===== src/rtl/m2_pkg.sv =====
// m2_pkg: shared fetch-state encoding, plane codes and default plane geometry for the milestone-2 S' fetch path
package m2_pkg;
   typedef enum logic [2:0] {S_IDLE, S_INIT, S_ISSUE, S_DRAIN, S_DONE} fetch_state_t;
   localparam logic [1:0] PLANE_Y   = 2'd0;
   localparam logic [1:0] PLANE_U   = 2'd1;
   localparam logic [1:0] PLANE_V   = 2'd2;
   localparam logic [1:0] PLANE_BAD = 2'd3;
   localparam int DEF_Y_OFFSET = 76800;
   localparam int DEF_U_OFFSET = 38400;
   localparam int DEF_V_OFFSET = 57600;
   localparam int DEF_Y_WIDTH  = 320;
   localparam int DEF_UV_WIDTH = 160;
   localparam int DEF_HEIGHT   = 240;
   function automatic int plane_pick(input logic [1:0] p, input int y, input int u, input int v);
      return (p == PLANE_Y) ? y : (p == PLANE_U) ? u : v;
   endfunction
endpackage


===== src/rtl/sprime_block_fetch_if.sv =====
// sprime_block_fetch_if: request, SRAM read and dual-port RAM write signals of the S' block fetcher
//   master: requester/SRAM side (drives start, plane, block_row, block_col, SRAM_read_data)
//   slave : fetcher side (drives SRAM_address, SRAM_we_n, dp_*, busy, done, err)
interface sprime_block_fetch_if;
   logic        start;
   logic [1:0]  plane;
   logic [4:0]  block_row;
   logic [5:0]  block_col;
   logic [15:0] SRAM_read_data;
   logic [17:0] SRAM_address;
   logic        SRAM_we_n;
   logic [6:0]  dp_address;
   logic [31:0] dp_write_data;
   logic        dp_we;
   logic        busy;
   logic        done;
   logic        err;
   modport master (
      output start, plane, block_row, block_col, SRAM_read_data,
      input  SRAM_address, SRAM_we_n, dp_address, dp_write_data, dp_we, busy, done, err
   );
   modport slave (
      input  start, plane, block_row, block_col, SRAM_read_data,
      output SRAM_address, SRAM_we_n, dp_address, dp_write_data, dp_we, busy, done, err
   );
endinterface


===== src/rtl/sprime_addr_gen.sv =====
// sprime_addr_gen: block base computation, raster address stepping and request range check
//   clk, rst_n        : clock, asynchronous active-low reset
//   i_capture         : latch plane/block_row/block_col
//   i_load / i_step   : emit first address / emit next address
//   o_addr            : registered SRAM read address
//   o_last            : the next step emits the final address of the block
//   o_legal           : live request inputs name an in-range block
module sprime_addr_gen
   import m2_pkg::*;
#(
   parameter int BLOCK_DIM = 8,
   parameter int Y_OFFSET  = DEF_Y_OFFSET,
   parameter int U_OFFSET  = DEF_U_OFFSET,
   parameter int V_OFFSET  = DEF_V_OFFSET,
   parameter int Y_WIDTH   = DEF_Y_WIDTH,
   parameter int UV_WIDTH  = DEF_UV_WIDTH,
   parameter int HEIGHT    = DEF_HEIGHT
)(
   input  logic        clk,
   input  logic        rst_n,
   input  logic        i_capture,
   input  logic        i_load,
   input  logic        i_step,
   input  logic [1:0]  i_plane,
   input  logic [4:0]  i_block_row,
   input  logic [5:0]  i_block_col,
   output logic [17:0] o_addr,
   output logic        o_last,
   output logic        o_legal
);
   localparam int N    = BLOCK_DIM * BLOCK_DIM;
   localparam int CW   = $clog2(N + 1);
   localparam int COLW = $clog2(BLOCK_DIM);
   logic [1:0]      r_plane;
   logic [4:0]      r_row;
   logic [5:0]      r_bcol;
   logic [17:0]     r_row_base;
   logic [17:0]     r_addr;
   logic [COLW-1:0] r_col;
   logic [CW-1:0]   r_cnt;
   logic [17:0]     w_pitch;
   logic [17:0]     w_base;
   assign w_pitch = 18'(plane_pick(r_plane, Y_WIDTH, UV_WIDTH, UV_WIDTH));
   // (row*pitch + col) * BLOCK_DIM: the pitch product is the single real multiplier
   assign w_base  = 18'(plane_pick(r_plane, Y_OFFSET, U_OFFSET, V_OFFSET))
                  + 18'((18'(r_row) * w_pitch + 18'(r_bcol)) * BLOCK_DIM);
   assign o_legal = (i_plane != PLANE_BAD)
                 && (32'(i_block_col) < 32'(plane_pick(i_plane, Y_WIDTH, UV_WIDTH, UV_WIDTH) / BLOCK_DIM))
                 && (32'(i_block_row) < 32'(HEIGHT / BLOCK_DIM));
   assign o_last  = (r_cnt == CW'(N - 1));
   assign o_addr  = r_addr;
   always_ff @(posedge clk or negedge rst_n) begin
      if (!rst_n) begin
         r_plane    <= '0;
         r_row      <= '0;
         r_bcol     <= '0;
         r_row_base <= '0;
         r_addr     <= '0;
         r_col      <= '0;
         r_cnt      <= '0;
      end else begin
         if (i_capture) begin
            r_plane <= i_plane;
            r_row   <= i_block_row;
            r_bcol  <= i_block_col;
         end
         if (i_load) begin
            r_row_base <= w_base;
            r_addr     <= w_base;
            r_col      <= '0;
            r_cnt      <= CW'(1);
         end else if (i_step) begin
            r_cnt <= r_cnt + CW'(1);
            if (r_col == COLW'(BLOCK_DIM - 1)) begin
               r_row_base <= r_row_base + w_pitch;
               r_addr     <= r_row_base + w_pitch;
               r_col      <= '0;
            end else begin
               r_col  <= r_col + COLW'(1);
               r_addr <= r_addr + 18'd1;
            end
         end
      end
   end
endmodule


===== src/rtl/sprime_block_fetch.sv =====
// sprime_block_fetch: fetch one BLOCK_DIM x BLOCK_DIM block of 16-bit S' samples from SRAM into dual-port RAM as packed pairs
//   CLOCK_50_I : clock, rising edge
//   resetn     : asynchronous active-low reset
//   bus        : request (start/plane/block_row/block_col), SRAM read port, dp write port, busy/done/err status
module sprime_block_fetch
   import m2_pkg::*;
#(
   parameter int BLOCK_DIM    = 8,
   parameter int SRAM_LATENCY = 2,
   parameter int Y_OFFSET     = DEF_Y_OFFSET,
   parameter int U_OFFSET     = DEF_U_OFFSET,
   parameter int V_OFFSET     = DEF_V_OFFSET,
   parameter int Y_WIDTH      = DEF_Y_WIDTH,
   parameter int UV_WIDTH     = DEF_UV_WIDTH,
   parameter int HEIGHT       = DEF_HEIGHT,
   parameter int DP_BASE      = 0
)(
   input logic                 CLOCK_50_I,
   input logic                 resetn,
   sprime_block_fetch_if.slave bus
);
   localparam int N  = BLOCK_DIM * BLOCK_DIM;
   localparam int KW = $clog2(N);
   // every pipe stage except the sampling one; zero here means the pipe drains on this edge
   localparam logic [SRAM_LATENCY-1:0] VLD_REST = {SRAM_LATENCY{1'b1}} >> 1;
   fetch_state_t            r_state;
   logic [SRAM_LATENCY-1:0] r_vld;
   logic [KW-1:0]           r_k;
   logic [15:0]             r_hold;
   logic [6:0]              r_dp_addr;
   logic [31:0]             r_dp_data;
   logic                    r_dp_we;
   logic                    r_busy;
   logic                    r_done;
   logic                    r_err;
   logic                    r_rej;
   logic                    w_issue;
   logic                    w_last;
   logic                    w_legal;
   logic [17:0]             w_addr;
   assign w_issue = (r_state == S_INIT) || (r_state == S_ISSUE);
   sprime_addr_gen #(
      .BLOCK_DIM(BLOCK_DIM), .Y_OFFSET(Y_OFFSET), .U_OFFSET(U_OFFSET), .V_OFFSET(V_OFFSET),
      .Y_WIDTH(Y_WIDTH), .UV_WIDTH(UV_WIDTH), .HEIGHT(HEIGHT)
   ) u_addr_gen (
      .clk(CLOCK_50_I),
      .rst_n(resetn),
      .i_capture((r_state == S_IDLE) && bus.start),
      .i_load(r_state == S_INIT),
      .i_step(r_state == S_ISSUE),
      .i_plane(bus.plane),
      .i_block_row(bus.block_row),
      .i_block_col(bus.block_col),
      .o_addr(w_addr),
      .o_last(w_last),
      .o_legal(w_legal)
   );
   always_ff @(posedge CLOCK_50_I or negedge resetn) begin
      if (!resetn) begin
         r_state   <= S_IDLE;
         r_vld     <= '0;
         r_k       <= '0;
         r_hold    <= '0;
         r_dp_addr <= '0;
         r_dp_data <= '0;
         r_dp_we   <= 1'b0;
         r_busy    <= 1'b0;
         r_done    <= 1'b0;
         r_err     <= 1'b0;
         r_rej     <= 1'b0;
      end else begin
         r_vld   <= (r_vld << 1) | SRAM_LATENCY'(w_issue);
         r_dp_we <= 1'b0;
         r_done  <= 1'b0;
         r_err   <= 1'b0;
         // returning sample k: even ones wait in r_hold, odd ones complete a word
         if (r_vld[SRAM_LATENCY-1]) begin
            r_k <= r_k + KW'(1);
            if (!r_k[0])
               r_hold <= bus.SRAM_read_data;
            else begin
               r_dp_data <= {r_hold, bus.SRAM_read_data};
               r_dp_addr <= 7'(DP_BASE) + 7'(r_k >> 1);
               r_dp_we   <= 1'b1;
            end
         end
         case (r_state)
            S_IDLE:
               if (bus.start) begin
                  r_rej   <= !w_legal;
                  r_busy  <= w_legal;
                  r_state <= w_legal ? S_INIT : S_DONE;
               end
            S_INIT: begin
               r_k     <= '0;
               r_state <= S_ISSUE;
            end
            S_ISSUE:
               if (w_last) r_state <= S_DRAIN;
            S_DRAIN:
               if ((r_vld & VLD_REST) == '0) begin
                  r_busy  <= 1'b0;
                  r_state <= S_DONE;
               end
            S_DONE: begin
               r_done  <= 1'b1;
               r_err   <= r_rej;
               r_state <= S_IDLE;
            end
            default: r_state <= S_IDLE;
         endcase
      end
   end
   assign bus.SRAM_address  = w_addr;
   assign bus.SRAM_we_n     = 1'b1;
   assign bus.dp_address    = r_dp_addr;
   assign bus.dp_write_data = r_dp_data;
   assign bus.dp_we         = r_dp_we;
   assign bus.busy          = r_busy;
   assign bus.done          = r_done;
   assign bus.err           = r_err;
endmodule


===== src/flat_wrapper.sv =====
// flat-port wrapper written by rule: the top's interface ports become plain ports
module sprime_block_fetch_flat import m2_pkg::*;
#(
   parameter int BLOCK_DIM    = 8,
   parameter int SRAM_LATENCY = 2,
   parameter int Y_OFFSET     = DEF_Y_OFFSET,
   parameter int U_OFFSET     = DEF_U_OFFSET,
   parameter int V_OFFSET     = DEF_V_OFFSET,
   parameter int Y_WIDTH      = DEF_Y_WIDTH,
   parameter int UV_WIDTH     = DEF_UV_WIDTH,
   parameter int HEIGHT       = DEF_HEIGHT,
   parameter int DP_BASE      = 0
)
  (CLOCK_50_I, resetn, bus_start, bus_plane, bus_block_row, bus_block_col, bus_SRAM_read_data, bus_SRAM_address, bus_SRAM_we_n, bus_dp_address, bus_dp_write_data, bus_dp_we, bus_busy, bus_done, bus_err);
  sprime_block_fetch_if bus_i ();
  input logic CLOCK_50_I;
  input logic resetn;
  input wire logic [$bits(bus_i.start)-1:0] bus_start;
  input wire logic [$bits(bus_i.plane)-1:0] bus_plane;
  input wire logic [$bits(bus_i.block_row)-1:0] bus_block_row;
  input wire logic [$bits(bus_i.block_col)-1:0] bus_block_col;
  input wire logic [$bits(bus_i.SRAM_read_data)-1:0] bus_SRAM_read_data;
  output wire logic [$bits(bus_i.SRAM_address)-1:0] bus_SRAM_address;
  output wire logic [$bits(bus_i.SRAM_we_n)-1:0] bus_SRAM_we_n;
  output wire logic [$bits(bus_i.dp_address)-1:0] bus_dp_address;
  output wire logic [$bits(bus_i.dp_write_data)-1:0] bus_dp_write_data;
  output wire logic [$bits(bus_i.dp_we)-1:0] bus_dp_we;
  output wire logic [$bits(bus_i.busy)-1:0] bus_busy;
  output wire logic [$bits(bus_i.done)-1:0] bus_done;
  output wire logic [$bits(bus_i.err)-1:0] bus_err;
  assign bus_i.start = bus_start;
  assign bus_i.plane = bus_plane;
  assign bus_i.block_row = bus_block_row;
  assign bus_i.block_col = bus_block_col;
  assign bus_i.SRAM_read_data = bus_SRAM_read_data;
  assign bus_SRAM_address = bus_i.SRAM_address;
  assign bus_SRAM_we_n = bus_i.SRAM_we_n;
  assign bus_dp_address = bus_i.dp_address;
  assign bus_dp_write_data = bus_i.dp_write_data;
  assign bus_dp_we = bus_i.dp_we;
  assign bus_busy = bus_i.busy;
  assign bus_done = bus_i.done;
  assign bus_err = bus_i.err;
  sprime_block_fetch #(.BLOCK_DIM(BLOCK_DIM), .SRAM_LATENCY(SRAM_LATENCY), .Y_OFFSET(Y_OFFSET), .U_OFFSET(U_OFFSET), .V_OFFSET(V_OFFSET), .Y_WIDTH(Y_WIDTH), .UV_WIDTH(UV_WIDTH), .HEIGHT(HEIGHT), .DP_BASE(DP_BASE)) u_core (.CLOCK_50_I(CLOCK_50_I), .resetn(resetn), .bus(bus_i));
endmodule

===== config.mk =====
export PLATFORM = sky130hd
export DESIGN_NAME = sprime_block_fetch_flat
export DESIGN_NICKNAME = d
export VERILOG_FILES = /design/src/rtl/m2_pkg.sv /design/src/rtl/sprime_block_fetch_if.sv /design/src/rtl/sprime_addr_gen.sv /design/src/rtl/sprime_block_fetch.sv /design/src/flat_wrapper.sv
export SDC_FILE = /design/constraint.sdc
export NUM_CORES = 1
export LEC_CHECK = 0
export ABC_AREA = 0
export BUFFER_PORTS_ARGS = -buffer_cell sky130_fd_sc_hd__buf_4
export CAP_MARGIN = 10
export CORE_ASPECT_RATIO = 0.8
export CORE_MARGIN = 2
export CORE_UTILIZATION = 45
export CTS_CLUSTER_SIZE = 30
export DETAILED_ROUTE_END_ITERATION = 7
export PLACE_DENSITY_LB_ADDON = 0.3
export SYNTH_ARGS = -nofsm -noshare
export SYNTH_HDL_FRONTEND = slang
export SYNTH_SLANG_ARGS = --single-unit

===== constraint.sdc =====
create_clock -name CLOCK_50_I -period 11 [get_ports CLOCK_50_I]
set_clock_uncertainty 0.15 [all_clocks]
set_input_delay 1.1 -clock CLOCK_50_I [delete_from_list [all_inputs] [get_ports CLOCK_50_I]]
set_output_delay 1.1 -clock CLOCK_50_I [all_outputs]
set_load 0.02 [all_outputs]

==> results list <==
- The run finished with clean final reports.
- Final period utilization: 51.2%
- Leading register cell type out of synthesis: sky130_fd_sc_hd__dfrtp_1
- Max_slew headroom: 33.4%
- NumNets Final: 830
- Post-CTS timing repair inserted 0 buffers for setup.
* I/O pin cnt: 94
* Hold worst-path end: u_core.r_vld[1]$_DFF_PN0_
- Synth-to-Final Area Change: 20.5%
- On the worst path, the slowest cell contributes a delay of 0.77 ns.
- The number of antenna violations at the first check in global routing was 0.
- Setup CP Type: reg2reg
* CTS resizes: 0
- After global routing, the most crowded layer is met2.
- Accumulated negative setup slack: 0 ns
- After synthesis, flip-flops and latches occupy 44.8% of the total area.
* DRC viols: 0
* Share of the core filled with cells: 55.8%
- The layout has 1268 filler cells.
* Number of buffers on the longest clock path: 2
* Number of slew-limit violations in the final report: 0
- Later-pin clock latency in the skew report: 0.42 ns
- Total core area: 15100 um2
- The critical path contains buffers and inverters numbering 2 combined.
- For the finished layout, the period the worst path requires is 5.64 ns.
- Setup violations remaining at the end of the flow were counted as 0.
- Deepest level of the CTS H-tree: 4
- After floorplanning, the core was divided into 40 placement rows.
* Cells after Synth: 672
- Setup repair after global routing left no endpoint under its margin.
* Detailed Place HPWL: 11900 um
* Number of detailed-routing iterations run before antenna repair: 5
- In the global route stage, met2 resource usage came out at 30.9%.
* Count of flip-flops with a built-in enable after synthesis: 0
- After clock tree synthesis, the clock-pin slew on the worst setup and hold paths is 0.06 ns.
* Commonest cells after routing, fill and taps aside: 125 x sky130_fd_sc_hd__dfrtp_1, 94 x sky130_fd_sc_hd__buf_4, 66 x sky130_fd_sc_hd__mux2_2
- Summing every instance area after synthesis gives 6980 um2.
- Max Freq: 177 MHz
* Count of distinct cell types in the synthesized netlist: 69
* Number of buffers added by the clock tree synthesis step: 17
- The floorplan step set the die width to 143 um.
- At the worst endpoint, the required time is 11.15 ns.
- Routing usage on met3: 5.79%
- In this run the remaining antenna-violating nets after routing total 0.
- The path class of the tightest hold or removal check is reg2reg.
- Wires add up to 16300 um.
- The startpoint identified for the worst hold timing path is u_core.r_vld[0]$_DFF_PN0_.
- Die Span Y: 115 um
- Count of endpoints failing hold in the final timing report: 0
- The congestion estimate from routability-driven global placement came to 0.883.
* Number of cells traversed by the worst register-to-register path: 19
- Port buffering added 90 buffers.
- The final route contains 5373 vias.
- Via count of the first global-routing pass: 5341
- Most common cell after layout, fill and taps aside: sky130_fd_sc_hd__dfrtp_1
- Entering global routing, the biggest net connects 80 pins.
- TritonCTS built the clock tree.
* Post-detailed-route via-to-cell ratio: 5.49
- TritonCTS sink count: 125
- CP max stage cell: sky130_fd_sc_hd__nor2_1
* Register cell area after layout: 3130 um2
* Crit-path leading delay family: adder cells
- Timing analysis after detailed placement gives a worst setup slack of 5.41 ns.
- Total congestion overflow after global routing: 0
* Max-cap viol count: 0
- Counting flops and latches in the post-synthesis netlist gives 125.
- Final critical-path setup slack: 5.36 ns
- For the pin with the worst max-slew slack, the measured transition is 0.999 ns.
- Global routing used 29.4% of the available met1 tracks.
- The worst setup path is launched from a register.
- Hold Worst Slack: 0.288 ns
* Async set or reset register ratio after synthesis: 100%
- Ant diodes: 0
- The worst hold path passes through 0 cells.
* Global routing usage summed across all routing layers: 20.7%
- Wirelength per Cell: 16.7 um
* Synth Area per Inst: 10.4 um2
- The die covers 16500 um2.
* Combined area of the multi-input logic cells: 3610 um2
- The critical path goes through nor2_1 -> nand2_1 -> nand2_1 -> ha_1 -> inv_1 -> fa_1 -> fa_1 -> inv_1 -> ha_1 -> nor2b_1 -> o31a_1 -> a21oi_1 -> ha_1 -> a211o_1 -> o31a_4 -> xnor2_2 -> xnor2_2 -> nor2_1 -> a211o_1.
- Count of yosys warnings during synthesis: 0
* Startpoint of the most critical register-to-register path: u_core.u_addr_gen.r_plane[1]$_DFFE_PN0P_
- Terminus of the critical flop-to-flop path: u_core.u_addr_gen.o_addr[15]$_DFFE_PN0N_
- The worst register-to-register path has a setup slack of 5.36 ns.
- Once the floorplan was initialized, standard cells occupied 46.3% of the core.
- Critical path arrival: 5.79 ns
- The worst setup path is captured at a register.
* Hold Buf Count CTS: 0
- Max Fanout on Critical Path: 13
- CP most frequent cell: sky130_fd_sc_hd__ha_1
- In this run, the number of DRC markers left after iteration 0 of detailed routing was 367.
- Cells with a size suffix above 1 make up 27.7% of the layout.
* Wire length of the first global-routing pass: 26800 um
- The tree is rooted in a sky130_fd_sc_hd__clkbuf_16.
-- kinds of logic (layout without fill, tap and decap cells) --
group | count (synthesis) | after routing | synth area share, %
DFF | 125 | 125 | 44.8
adders and majority gates | 43 | 43 | 8.34
buffers and inverters | 60 | 151 | 3.78
AOI/OAI and AO/OA | 139 | 139 | 13.2
other | 2 | 8 | 0.108
xor gates and xnor gates | 41 | 41 | 5.36
and+or+nand+nor | 191 | 191 | 13.0
muxes | 71 | 71 | 11.4
-- synthesized netlist by cell type, types with 6 or more instances --
library cell | count | area (um2)
sky130_fd_sc_hd__nand3_1 | 21 | 105
sky130_fd_sc_hd__o211ai_1 | 6 | 45.0
sky130_fd_sc_hd__nor3_1 | 6 | 30.0
sky130_fd_sc_hd__fa_1 | 6 | 120
sky130_fd_sc_hd__o21a_1 | 7 | 52.6
sky130_fd_sc_hd__nand4_1 | 9 | 56.3
sky130_fd_sc_hd__clkbuf_1 | 19 | 71.3
sky130_fd_sc_hd__xor2_1 | 20 | 175
sky130_fd_sc_hd__and3_1 | 8 | 50.1
sky130_fd_sc_hd__nor2_1 | 56 | 210
sky130_fd_sc_hd__and2_1 | 6 | 37.5
sky130_fd_sc_hd__xnor2_1 | 19 | 166
sky130_fd_sc_hd__inv_1 | 21 | 78.8
sky130_fd_sc_hd__buf_2 | 10 | 50.1
sky130_fd_sc_hd__nand2_1 | 55 | 206
sky130_fd_sc_hd__a21oi_1 | 36 | 180
sky130_fd_sc_hd__o21ai_0 | 32 | 160
sky130_fd_sc_hd__ha_1 | 36 | 450
sky130_fd_sc_hd__dfrtp_1 | 125 | 3130
sky130_fd_sc_hd__nor2b_1 | 6 | 37.5
sky130_fd_sc_hd__mux2_2 | 66 | 743
sky130_fd_sc_hd__a31oi_1 | 6 | 37.5
-- layer usage --
metal / share of wire, % / wire (um)
met1: 48 / 7890
met2: 44 / 7200
met3: 6.3 / 1030
met4: 1.3 / 219
met5: 0 / 0
-- area by class of cell --
class | count | share of cell area (%)
tap | 210 | 3.13
inverter | 24 | 1.07
clock buffer | 17 | 5.06
timing repair buffer | 95 | 8.72
multi-input combinational | 493 | 42.9
clock inverter | 15 | 1.93
sequential | 125 | 37.2
-- state kept, by name, summed over array words and instances, names as in the netlist --
name and flops:
u_core.r_hold 16, u_core.bus.err 1, u_core.r_state 3, u_core.u_addr_gen.r_plane 2, u_core.bus.busy 1, u_core.u_addr_gen.r_bcol 6, u_core.bus.dp_address 5, u_core.r_vld 2
u_core.u_addr_gen.r_cnt 7, u_core.u_addr_gen.r_row_base 15, u_core.bus.dp_write_data 32, u_core.u_addr_gen.o_addr 18, u_core.u_addr_gen.r_row 5, u_core.u_addr_gen.r_col 3, u_core.r_rej 1, u_core.bus.done 1
u_core.bus.dp_we 1, u_core.r_k 6
-- metrics by stage --
stage | instance area (um2) | instances
3_5_place_dp | 7790 | 946
6_report | 8410 | 979
4_1_cts | 8380 | 978
2_1_floorplan | 7000 | 678
3_3_place_gp | 7790 | 946
5_1_grt | 8410 | 979
-- worst max path at each step --
stage,startpoint,to,slack (ns),cells after the start
detailed placement,u_core.u_addr_gen.r_plane[1]$_DFFE_PN0P_,u_core.u_addr_gen.o_addr[15]$_DFFE_PN0N_,5.41,19
finish,u_core.u_addr_gen.r_plane[1]$_DFFE_PN0P_,u_core.u_addr_gen.o_addr[15]$_DFFE_PN0N_,5.36,19
CTS,u_core.u_addr_gen.r_plane[1]$_DFFE_PN0P_,u_core.u_addr_gen.o_addr[15]$_DFFE_PN0N_,5.39,19
global route,u_core.u_addr_gen.r_plane[1]$_DFFE_PN0P_,u_core.u_addr_gen.o_addr[15]$_DFFE_PN0N_,5.03,19
global placement,u_core.u_addr_gen.r_plane[1]$_DFFE_PN0P_,u_core.u_addr_gen.o_addr[15]$_DFFE_PN0N_,5.59,19
floorplan,u_core.u_addr_gen.r_plane[1]$_DFFE_PN0P_,u_core.u_addr_gen.o_addr[15]$_DFFE_PN0N_,5.91,20
Power is not shown: default switching activity piles up to over one toggle a cycle in this logic, so the estimate is an artifact.
